`config.mk`:
```
export PLATFORM = sky130hd
export DESIGN_NAME = fp64_div_seq
export DESIGN_NICKNAME = d
export VERILOG_FILES = /design/src/rtl/fp64_pkg.sv /design/src/rtl/fp64_unpack.sv /design/src/rtl/fp64_div_seq.sv
export SDC_FILE = /design/constraint.sdc
export NUM_CORES = 1
export LEC_CHECK = 0
export BUFFER_PORTS_ARGS = -buffer_cell sky130_fd_sc_hd__buf_4
export CAP_MARGIN = 15
export CELL_PAD_IN_SITES_DETAIL_PLACEMENT = 0
export CELL_PAD_IN_SITES_GLOBAL_PLACEMENT = 1
export CORE_MARGIN = 10
export CORE_UTILIZATION = 50
export CTS_CLUSTER_DIAMETER = 100
export DETAILED_ROUTE_END_ITERATION = 12
export PLACE_DENSITY = 0.88
export SLEW_MARGIN = 20
export SYNTH_ARGS = -nofsm -noshare
export SYNTH_HDL_FRONTEND = slang
export SYNTH_SLANG_ARGS = --single-unit
```
`constraint.sdc`:
```
create_clock -name clk -period 15.8 [get_ports clk]
set_clock_uncertainty 0.05 [all_clocks]
set_input_delay 3.16 -clock clk [delete_from_list [all_inputs] [get_ports clk]]
set_output_delay 3.16 -clock clk [all_outputs]
set_load 0.005 [all_outputs]
```
`src/rtl/fp64_pkg.sv`:
```
// Shared binary64 definitions for the sequential FPU blocks: field widths,
// canonical encodings, divider state encoding and the packed result bundle.
package fp64_pkg;

  localparam int          EXP_W   = 11;
  localparam int          FRAC_W  = 52;
  localparam int          BIAS    = 1023;
  localparam logic [10:0] EXP_MAX = 11'h7FF;

  localparam logic [63:0] FP64_POS_ZERO = 64'h0000_0000_0000_0000;
  localparam logic [63:0] FP64_INF_MAG  = 64'h7FF0_0000_0000_0000;

  typedef enum logic [2:0] {
    IDLE  = 3'd0,
    PREP  = 3'd1,
    ITER  = 3'd2,
    ROUND = 3'd3,
    DONE  = 3'd4
  } div_state_t;

  typedef struct packed {
    logic [63:0] y;
    logic        inexact;
    logic        overflow;
    logic        underflow;
    logic        div_by_zero;
    logic        invalid;
  } div_res_t;

endpackage

```
`src/rtl/fp64_unpack.sv`:
```
// Sanitise a binary64 operand and split it into sign, exponent and mantissa.
// Inf/NaN and subnormals collapse to +0; genuine zeros keep their sign.
module fp64_unpack
  import fp64_pkg::*;
(
  input  logic [63:0]       x,
  output logic              sign,
  output logic [EXP_W-1:0]  exponent,
  output logic [FRAC_W:0]   mant,
  output logic              zero
);

  logic [EXP_W-1:0]  e_raw;
  logic [FRAC_W-1:0] f_raw;
  logic              forced;

  assign e_raw    = x[62:52];
  assign f_raw    = x[51:0];
  assign forced   = (e_raw == EXP_MAX) || ((e_raw == '0) && (f_raw != '0));
  assign zero     = (e_raw == EXP_MAX) || (e_raw == '0);
  assign sign     = x[63] & ~forced;
  assign exponent = zero ? '0 : e_raw;
  assign mant     = zero ? '0 : {1'b1, f_raw};

endmodule

```
`src/rtl/fp64_div_seq.sv`:
```
// Iterative binary64 divider: one restoring quotient bit per cycle, RNE
// rounding, subnormal results flushed to +0, start/done handshake.
module fp64_div_seq
  import fp64_pkg::*;
#(
  parameter int LATENCY = 58
)
(
  input  logic        clk,
  input  logic        rst,
  input  logic        start,
  input  logic [63:0] a,
  input  logic [63:0] b,
  output logic        busy,
  output logic        done,
  output logic [63:0] y,
  output logic        inexact,
  output logic        overflow,
  output logic        underflow,
  output logic        div_by_zero,
  output logic        invalid
);

  localparam int ITER_LAST = LATENCY - 4;

  div_state_t state;
  div_res_t   res_q;

  logic              sa_in, sb_in, za_in, zb_in;
  logic [EXP_W-1:0]  ea_in, eb_in;
  logic [FRAC_W:0]   ma_in, mb_in;

  logic              s_q, za_q, zb_q;
  logic [EXP_W-1:0]  ea_q, eb_q;
  logic signed [12:0] e_q, e_base;
  logic [53:0]       r_q, d_q, r_sub;
  logic [54:0]       q_q;
  logic              q_bit;
  logic [5:0]        cnt_q;

  fp64_unpack u_unpack_a (.x(a), .sign(sa_in), .exponent(ea_in), .mant(ma_in), .zero(za_in));
  fp64_unpack u_unpack_b (.x(b), .sign(sb_in), .exponent(eb_in), .mant(mb_in), .zero(zb_in));

  function automatic div_res_t round_select(
    input logic               s,
    input logic               za,
    input logic               zb,
    input logic signed [12:0] e,
    input logic [54:0]        q,
    input logic               sticky
  );
    div_res_t           res;
    logic               inc;
    logic [53:0]        sum;
    logic signed [12:0] er;
    logic [FRAC_W-1:0]  frac;
    inc  = q[1] & (q[0] | sticky | q[2]);
    sum  = {1'b0, q[54:2]} + {53'd0, inc};
    // A carry out of the hidden bit means the mantissa rounded up to 2.0
    er   = e + (sum[53] ? 13'sd1 : 13'sd0);
    frac = sum[53] ? sum[52:1] : sum[51:0];
    res  = '0;
    if (za && zb) begin
      res.invalid = 1'b1;
    end else if (zb) begin
      res.y           = {s, FP64_INF_MAG[62:0]};
      res.div_by_zero = 1'b1;
    end else if (za) begin
      res.y = FP64_POS_ZERO;
    end else if (er >= 13'sd2047) begin
      res.y        = {s, FP64_INF_MAG[62:0]};
      res.overflow = 1'b1;
      res.inexact  = 1'b1;
    end else if (er <= 13'sd0) begin
      res.underflow = 1'b1;
      res.inexact   = 1'b1;
    end else begin
      res.y       = {s, er[10:0], frac};
      res.inexact = q[1] | q[0] | sticky;
    end
    return res;
  endfunction

  assign e_base = $signed({2'b00, ea_q}) - $signed({2'b00, eb_q}) + 13'sd1023;

  always_comb begin
    r_sub = r_q;
    q_bit = 1'b0;
    if (r_q >= d_q) begin
      r_sub = r_q - d_q;
      q_bit = 1'b1;
    end
  end

  // Datapath registers: loaded per state, no reset needed
  always_ff @(posedge clk) begin
    case (state)
      IDLE: if (start) begin
        s_q  <= sa_in ^ sb_in;
        za_q <= za_in;
        zb_q <= zb_in;
        ea_q <= ea_in;
        eb_q <= eb_in;
        r_q  <= {1'b0, ma_in};
        d_q  <= {1'b0, mb_in};
      end
      PREP: begin
        if (r_q < d_q) begin
          r_q <= r_q << 1;
          e_q <= e_base - 13'sd1;
        end else begin
          e_q <= e_base;
        end
        q_q   <= '0;
        cnt_q <= '0;
      end
      ITER: begin
        r_q   <= r_sub << 1;
        q_q   <= {q_q[53:0], q_bit};
        cnt_q <= cnt_q + 6'd1;
      end
      default: ;
    endcase
  end

  // Control FSM with registered handshake and result
  always_ff @(posedge clk) begin
    if (rst) begin
      state <= IDLE;
      busy  <= 1'b0;
      done  <= 1'b0;
      res_q <= '0;
    end else begin
      case (state)
        IDLE: if (start) begin
          state <= PREP;
          busy  <= 1'b1;
          res_q <= '0;
        end
        PREP: state <= ITER;
        ITER: if (cnt_q == 6'(ITER_LAST)) state <= ROUND;
        ROUND: begin
          res_q <= round_select(s_q, za_q, zb_q, e_q, q_q, r_q != '0);
          done  <= 1'b1;
          state <= DONE;
        end
        DONE: begin
          done  <= 1'b0;
          busy  <= 1'b0;
          state <= IDLE;
        end
        default: state <= IDLE;
      endcase
    end
  end

  assign y           = res_q.y;
  assign inexact     = res_q.inexact;
  assign overflow    = res_q.overflow;
  assign underflow   = res_q.underflow;
  assign div_by_zero = res_q.div_by_zero;
  assign invalid     = res_q.invalid;

endmodule

```
# Word level (Yosys, flattened, before mapping)
# Index checks and enable logic that the tools add are counted.
dict set report op_classes {
  n_addsub 7
  order_cmp 4
  n_eq_ne 10
  muxes 33
  n_bitwise 10
  reduce_logical 23
}
# cell n
set ops {}
lappend ops {{64-bit two-way mux} 3}
lappend ops {{54-bit case mux with 3 select lines} 1}
lappend ops {{53-bit two-way mux} 3}
lappend ops {{69-bit case mux with 2 select lines} 1}
lappend ops {{55-bit case mux with 2 select lines} 1}
lappend ops {{54-bit two-way mux} 2}
lappend ops {{52-bit nonzero test} 2}
lappend ops {{69-bit two-way mux} 1}
lappend ops {{68-bit two-way mux} 1}
lappend ops {{65-bit two-way mux} 1}
lappend ops {{53-bit by 1-bit adder with 54-bit output} 1}
lappend ops {{54-bit by 53-bit >= comparator with 1-bit output} 1}
lappend ops {{54-bit by 53-bit less-than comparator with 1-bit output} 1}
lappend ops {{54-bit nonzero test} 1}
lappend ops {{53-bit subtractor} 1}
lappend ops {{52-bit two-way mux} 1}
lappend ops {{11-bit equality test (second input constant)} 2}
lappend ops {{11-bit logical NOT} 2}
lappend ops {{12-bit by 11-bit adder with 13-bit output (second input constant)} 1}
lappend ops {{13-bit by 2-bit adder with 13-bit output} 1}
lappend ops {{13-bit by 12-bit >= comparator with 1-bit output (second input constant)} 1}
lappend ops {{13-bit by 1-bit less-or-equal comparator with 1-bit output (second input constant)} 1}
lappend ops {{13-bit two-way mux} 1}
lappend ops {{13-bit by 2-bit subtractor with 13-bit output (second input constant)} 1}
lappend ops {{23 further kinds} 55}
dict set report totals {
  regBits 280
  in_bits 131
  output_inout_bits 71
  word_cells 107
}

# Depth between registers and ports, before layout
dict set report logic_depth {
  ltp_word 14
  mapped_depth 24
}

# Cells and area by module
# Synthesis repeated with hierarchy kept, for this count alone.
dict set report hier_totals {
  cells_unflattened 1819
  hier_area_um2 17380.4
}
# module n_inst cells_per_inst area_per_inst_um2 seq_area_each_um2
set modules_own_cells {}
lappend modules_own_cells {fp64_div_seq 1 1621 16161.8 7667.4}
lappend modules_own_cells {fp64_unpack 2 99 609.3 0.0}

# Worst setup path after synthesis
# Ideal clock, no wire load.
dict set report synth_path {
  path_kind {input port to flip-flop}
  startpoint {input start}
  endpoint {register r_q[0] (enable)}
  setup_time_ns 0.483
  arrival_time_ns 5.882
  t_required_ns 15.267
  path_slack_ns 9.385
  stages 2
  path_buffers 0
  path_cell_list {o21bai_1 -> a21oi_1}
}
dict set report synth_between {
  elab_chain_len 2
}
# item line
set synth_lines {}
lappend synth_lines {{from (decl)} fp64_div_seq.sv:11} ;# input logic start,
lappend synth_lines {{2-bit != test (no source line)} n/a}
lappend synth_lines {{3-bit AND reduction (no source line)} n/a}
lappend synth_lines {{to (signal assigned)} fp64_div_seq.sv:104} ;# r_q <= {1'b0, ma_in};
lappend synth_lines {{to (signal assigned)} fp64_div_seq.sv:109} ;# r_q <= r_q << 1;
lappend synth_lines {{to (signal assigned)} fp64_div_seq.sv:118} ;# r_q <= r_sub << 1;
lappend synth_lines {{to (decl)} fp64_div_seq.sv:36} ;# logic [53:0] r_q, d_q, r_sub;
# No other way between the ends.
# A chain may end at the register's enable or synchronous reset.

# Worst setup path after layout
dict set report layout_path {
  startpoint {register q_q[4]}
  endpoint {register res_q (netlist bit y[40])}
}
dict set report layout_between {
  elab_chain_len 10
}
# item line
set layout_lines {}
lappend layout_lines {{from (decl)} fp64_div_seq.sv:37} ;# logic [54:0] q_q;
lappend layout_lines {{from (signal assigned)} fp64_div_seq.sv:119} ;# q_q <= {q_q[53:0], q_bit};
lappend layout_lines {{53-bit by 1-bit adder with 54-bit output (*)} fp64_div_seq.sv:58} ;# sum = {1'b0, q[54:2]} + {53'd0, inc};
lappend layout_lines {{1-bit two-way mux} fp64_div_seq.sv:60} ;# er = e + (sum[53] ? 13'sd1 : 13'sd0);
lappend layout_lines {{13-bit by 2-bit adder with 13-bit output} fp64_div_seq.sv:60}
lappend layout_lines {{13-bit by 1-bit less-or-equal comparator with 1-bit output} fp64_div_seq.sv:74} ;# end else if (er <= 13'sd0) begin
lappend layout_lines {{64-bit two-way mux} fp64_div_seq.sv:74}
lappend layout_lines {{65-bit two-way mux (*)} fp64_div_seq.sv:70} ;# end else if (er >= 13'sd2047) begin
lappend layout_lines {{64-bit two-way mux (*)} fp64_div_seq.sv:68} ;# end else if (za) begin
lappend layout_lines {{64-bit two-way mux (*)} fp64_div_seq.sv:65} ;# end else if (zb) begin
lappend layout_lines {{68-bit two-way mux (*)} fp64_div_seq.sv:63} ;# if (za && zb) begin
lappend layout_lines {{69-bit case mux with 2 select lines (*)} fp64_div_seq.sv:134} ;# case (state)
lappend layout_lines {{to (signal assigned)} fp64_div_seq.sv:143} ;# res_q <= round_select(s_q, za_q, zb_q, e_q, q_q, r_q != '0);
lappend layout_lines {{to (decl)} fp64_div_seq.sv:27} ;# div_res_t res_q;
# Every way passes the cells marked *; elsewhere a longest branch is shown, timed or not.

==> impl_metrics.json <==
{
  "critPathMaxStageDelay_ps": 690,
  "die_area_um2": 41100,
  "tns_ps": 0,
  "slew_headroom_pct": 30.3,
  "wirelength_mm": 48.1,
  "use_met1_pct": 30.2,
  "die_h_um": 203,
  "path_buf_inv": 1,
  "ctsHoldBuffers": 0,
  "cap_viol_max_count": 0,
  "power-per-cell-area_nw_per_um2": 121,
  "grt_pass1_wl_mm": 74.6,
  "tightest_slew_ps": 1040,
  "synth_cells": 1709,
  "ir_drop_v": 0.0000967,
  "cts_sinks": 280,
  "post_cts_resized": 0,
  "post_cts_buffers": 0,
  "remaining_drc_errors": 0,
  "synth_top_area_cell": "edfxtp_1",
  "critPathKind": "register to register",
  "finalPower_uw": 2380,
  "fmax_ghz": 0.176,
  "run_status": "finished, final reports clean",
  "ys_top_cells_by_area": "edfxtp_1 37%, dfxtp_1 8.9%, ha_1 5.3%",
  "seq_area_frac_synth_pct": 46.0,
  "dp_cells": 2280,
  "netlist.area_leader.share_pct": 37.1,
  "yosysUniqueCellTypes": 79,
  "initial_core_util_pct": 51.0,
  "worstHoldPathType": "register to register",
  "grt_use_total_pct": 22.5,
  "drv_slew": 0,
  "root_buffer": "clkbuf_16",
  "synth_nets": 1913,
  "worst_setup_path_start_kind": "register",
  "postSynth.asyncResetShare_pct": 0,
  "cts_tree": "yes",
  "hpwl_mm": 36.5,
  "io_buffers": 201,
  "first_pass_iters": 8,
  "rsz0062_at_grt": "false",
  "cp-end-kind": "register",
  "syn-mean-instance-area_um2": 9.76,
  "route.antenna.remaining_nets": 0,
  "setup_viol": 0,
  "ios": 202,
  "register_area_um2": 7670,
  "finalCritPeriodShare_pct": 36.0,
  "via_count": 13746,
  "synth_area_um2": 16700,
  "use_met2_pct": 35.1,
  "cp.required_ps": 16170,
  "fin_ws_ps": 10100,
  "period_needed_ps": 5700,
  "critPathTopFamily": "simple AND/OR/NAND/NOR gates",
  "groute.layer.met3.usage_pct": 4.87,
  "area_delta_synth_final_pct": 18.0,
  "leakage_uw": 0.00813,
  "antenna_found_initial": 1,
  "clk_pin_slew_ps": 60,
  "drive_gt1_share_pct": 15.6,
  "drtIter0Drc": 1382,
  "cp_data_arrival_time_ps": 6060,
  "rows": 66,
  "cts_made_buffers": 31,
  "cp_max_fo": 25,
  "layoutNonFillerInstCount": 2339,
  "clockBufferDepth": 3,
  "viasPerCell": 5.88,
  "top_usage_layer": "met2",
  "overflow": 0,
  "critPathSlowestCell": "nand4b_1",
  "nNetsFinal": 2076,
  "coreArea_um2": 32700,
  "grt_pass1_vias": 13356,
  "gp_congestion": 0.983,
  "synth_seq_cells": 280,
  "crit_path_cell_trace": "and4_1 -> nand2_4 -> nor4_4 -> and3_4 -> and2_1 -> nand3_4 -> or2_1 -> inv_1 -> ha_1 -> nand3_1 -> nor2_1 -> and2_1 -> nand2_1 -> xor2_1 -> nand2_1 -> o31ai_2 -> nor2_1 -> nand4b_1 -> o21ai_0",
  "synth-edff-count": 206,
  "dieWidth_um": 203,
  "grt_max_degree": 62,
  "clock_latency_ps": 590,
  "htreeDepth": 1,
  "whs_ps": 403,
  "dp_worst_setup_slack_ps": 10150,
  "avgRoutedWirePerCell_um": 20.6,
  "n_fill_cell": 2865,
  "synth_ff_type": "edfxtp_1",
  "synth_warnings": 0,
  "final_hold_viol_count": 0,
  "multi_input_area_um2": 8310
}
[tightest hold or removal path, stage by stage (launching register included)]
cell	delay (ps)
dfxtp_1	320
nand2_1	50
o21ai_0	50
[per-layer routing]
| layer | routed length, um | vias up | part of all wire [%] |
|---|---|---|---|
| li1 | - | 6629 | - |
| met1 | 21400 | 6475 | 44 |
| met2 | 21000 | 543 | 44 |
| met3 | 3930 | 99 | 8.2 |
| met4 | 1750 | 0 | 3.6 |
| met5 | 0 | - | 0 |
[area by class of cell]
cell class                      count  share of cell area (%)
Clock inverter                     10                   0.826
Timing Repair Buffer              217                    8.38
Antenna cell                        1                  0.0127
Clock buffer                       47                    4.79
Tap cell                          442                    2.81
Sequential cell                   280                    39.0
Inverter                          104                    1.98
Multi-Input combinational cell   1238                    42.2
[synthesized netlist by cell type (6+ instances only)]
cell type / n
a211oi_1: 10
a21o_1: 36
a21oi_1: 76
a222oi_1: 20
a22o_1: 31
a22oi_1: 31
a31o_2: 6
a31oi_1: 9
a32oi_1: 6
and2_1: 64
and3_1: 77
and4_1: 6
buf_2: 9
clkbuf_1: 69
dfxtp_1: 74
edfxtp_1: 206
ha_1: 71
inv_1: 103
mux2i_1: 12
nand2_1: 147
nand2b_1: 19
nand3_1: 46
nand4_1: 35
nor2_1: 78
nor2b_1: 36
nor3_1: 24
nor4_1: 52
o21a_1: 7
o21ai_0: 104
o21bai_1: 13
or3_1: 7
xnor2_1: 62
xor2_1: 72
[stage by stage]
stage	utilization (%)	area, um^2
final	60.2	19700
after floorplan	-	16700
after detailed placement	56.7	18500
after global placement	56.7	18500
after CTS	60.1	19700
after global routing	60.2	19700
[layout by cell type, fill, tap and decap left out, types with 7 or more instances in the layout]
master     Yosys  routed
nand2b_1      19      19
xor2_1        72      72
a31oi_1        9       8
a21o_1        36      36
nand3_1       46      46
and2_1        64      63
clkbuf_1      69       7
o21ai_0      104     104
dfxtp_1       74      74
a22o_1        31      31
or3_1          7       7
nor2_1        78      76
mux2i_1       12      12
o21a_1         7       7
a222oi_1      20      20
and3_1        77      77
nand2_1      147     147
buf_4          3     216
edfxtp_1     206     206
nor4_1        52      52
a21oi_1       76      75
nor2b_1       36      36
a211oi_1      10      10
a22oi_1       31      31
nor3_1        24      23
nand4_1       35      35
clkbuf_16      0      33
xnor2_1       62      62
o21bai_1      13      12
inv_1        103     103
ha_1          71      71
[state kept, by name, summed over array words and instances (netlist names)]
name / count
zb_q: 1
done: 1
busy: 1
y: 64
r_q: 54
d_q: 53
inexact: 1
state: 3
div_by_zero: 1
invalid: 1
overflow: 1
ea_q: 11
za_q: 1
e_q: 13
q_q: 55
underflow: 1
eb_q: 11
s_q: 1
cnt_q: 6
[cells by family after synthesis]
family,count (synthesis),share of synthesized area (%)
AND/OR/NAND/NOR,623,20.1
AO/OA/AOI/OAI,394,15.8
flip-flops,280,46.0
buffers and inverters,191,4.63
XOR/XNOR,135,7.17
adder cells (fa/ha/maj),73,5.56
multiplexers,13,0.787
[final timing paths]
kind,startpoint,endpoint,slack (ps),depth (start not counted)
max,q_q[4],y[40],10100,19
min,y[48],y[48],400,2
max reg2reg,q_q[4],y[40],10100,19
min reg2reg,y[48],y[48],400,2
[power by group]
group	internal, uW	switching, uW	total (uW)
clock	475	298	774
sequential	887	68.1	955
combinational	257	390	648
Power figures use the tool's default switching activity.
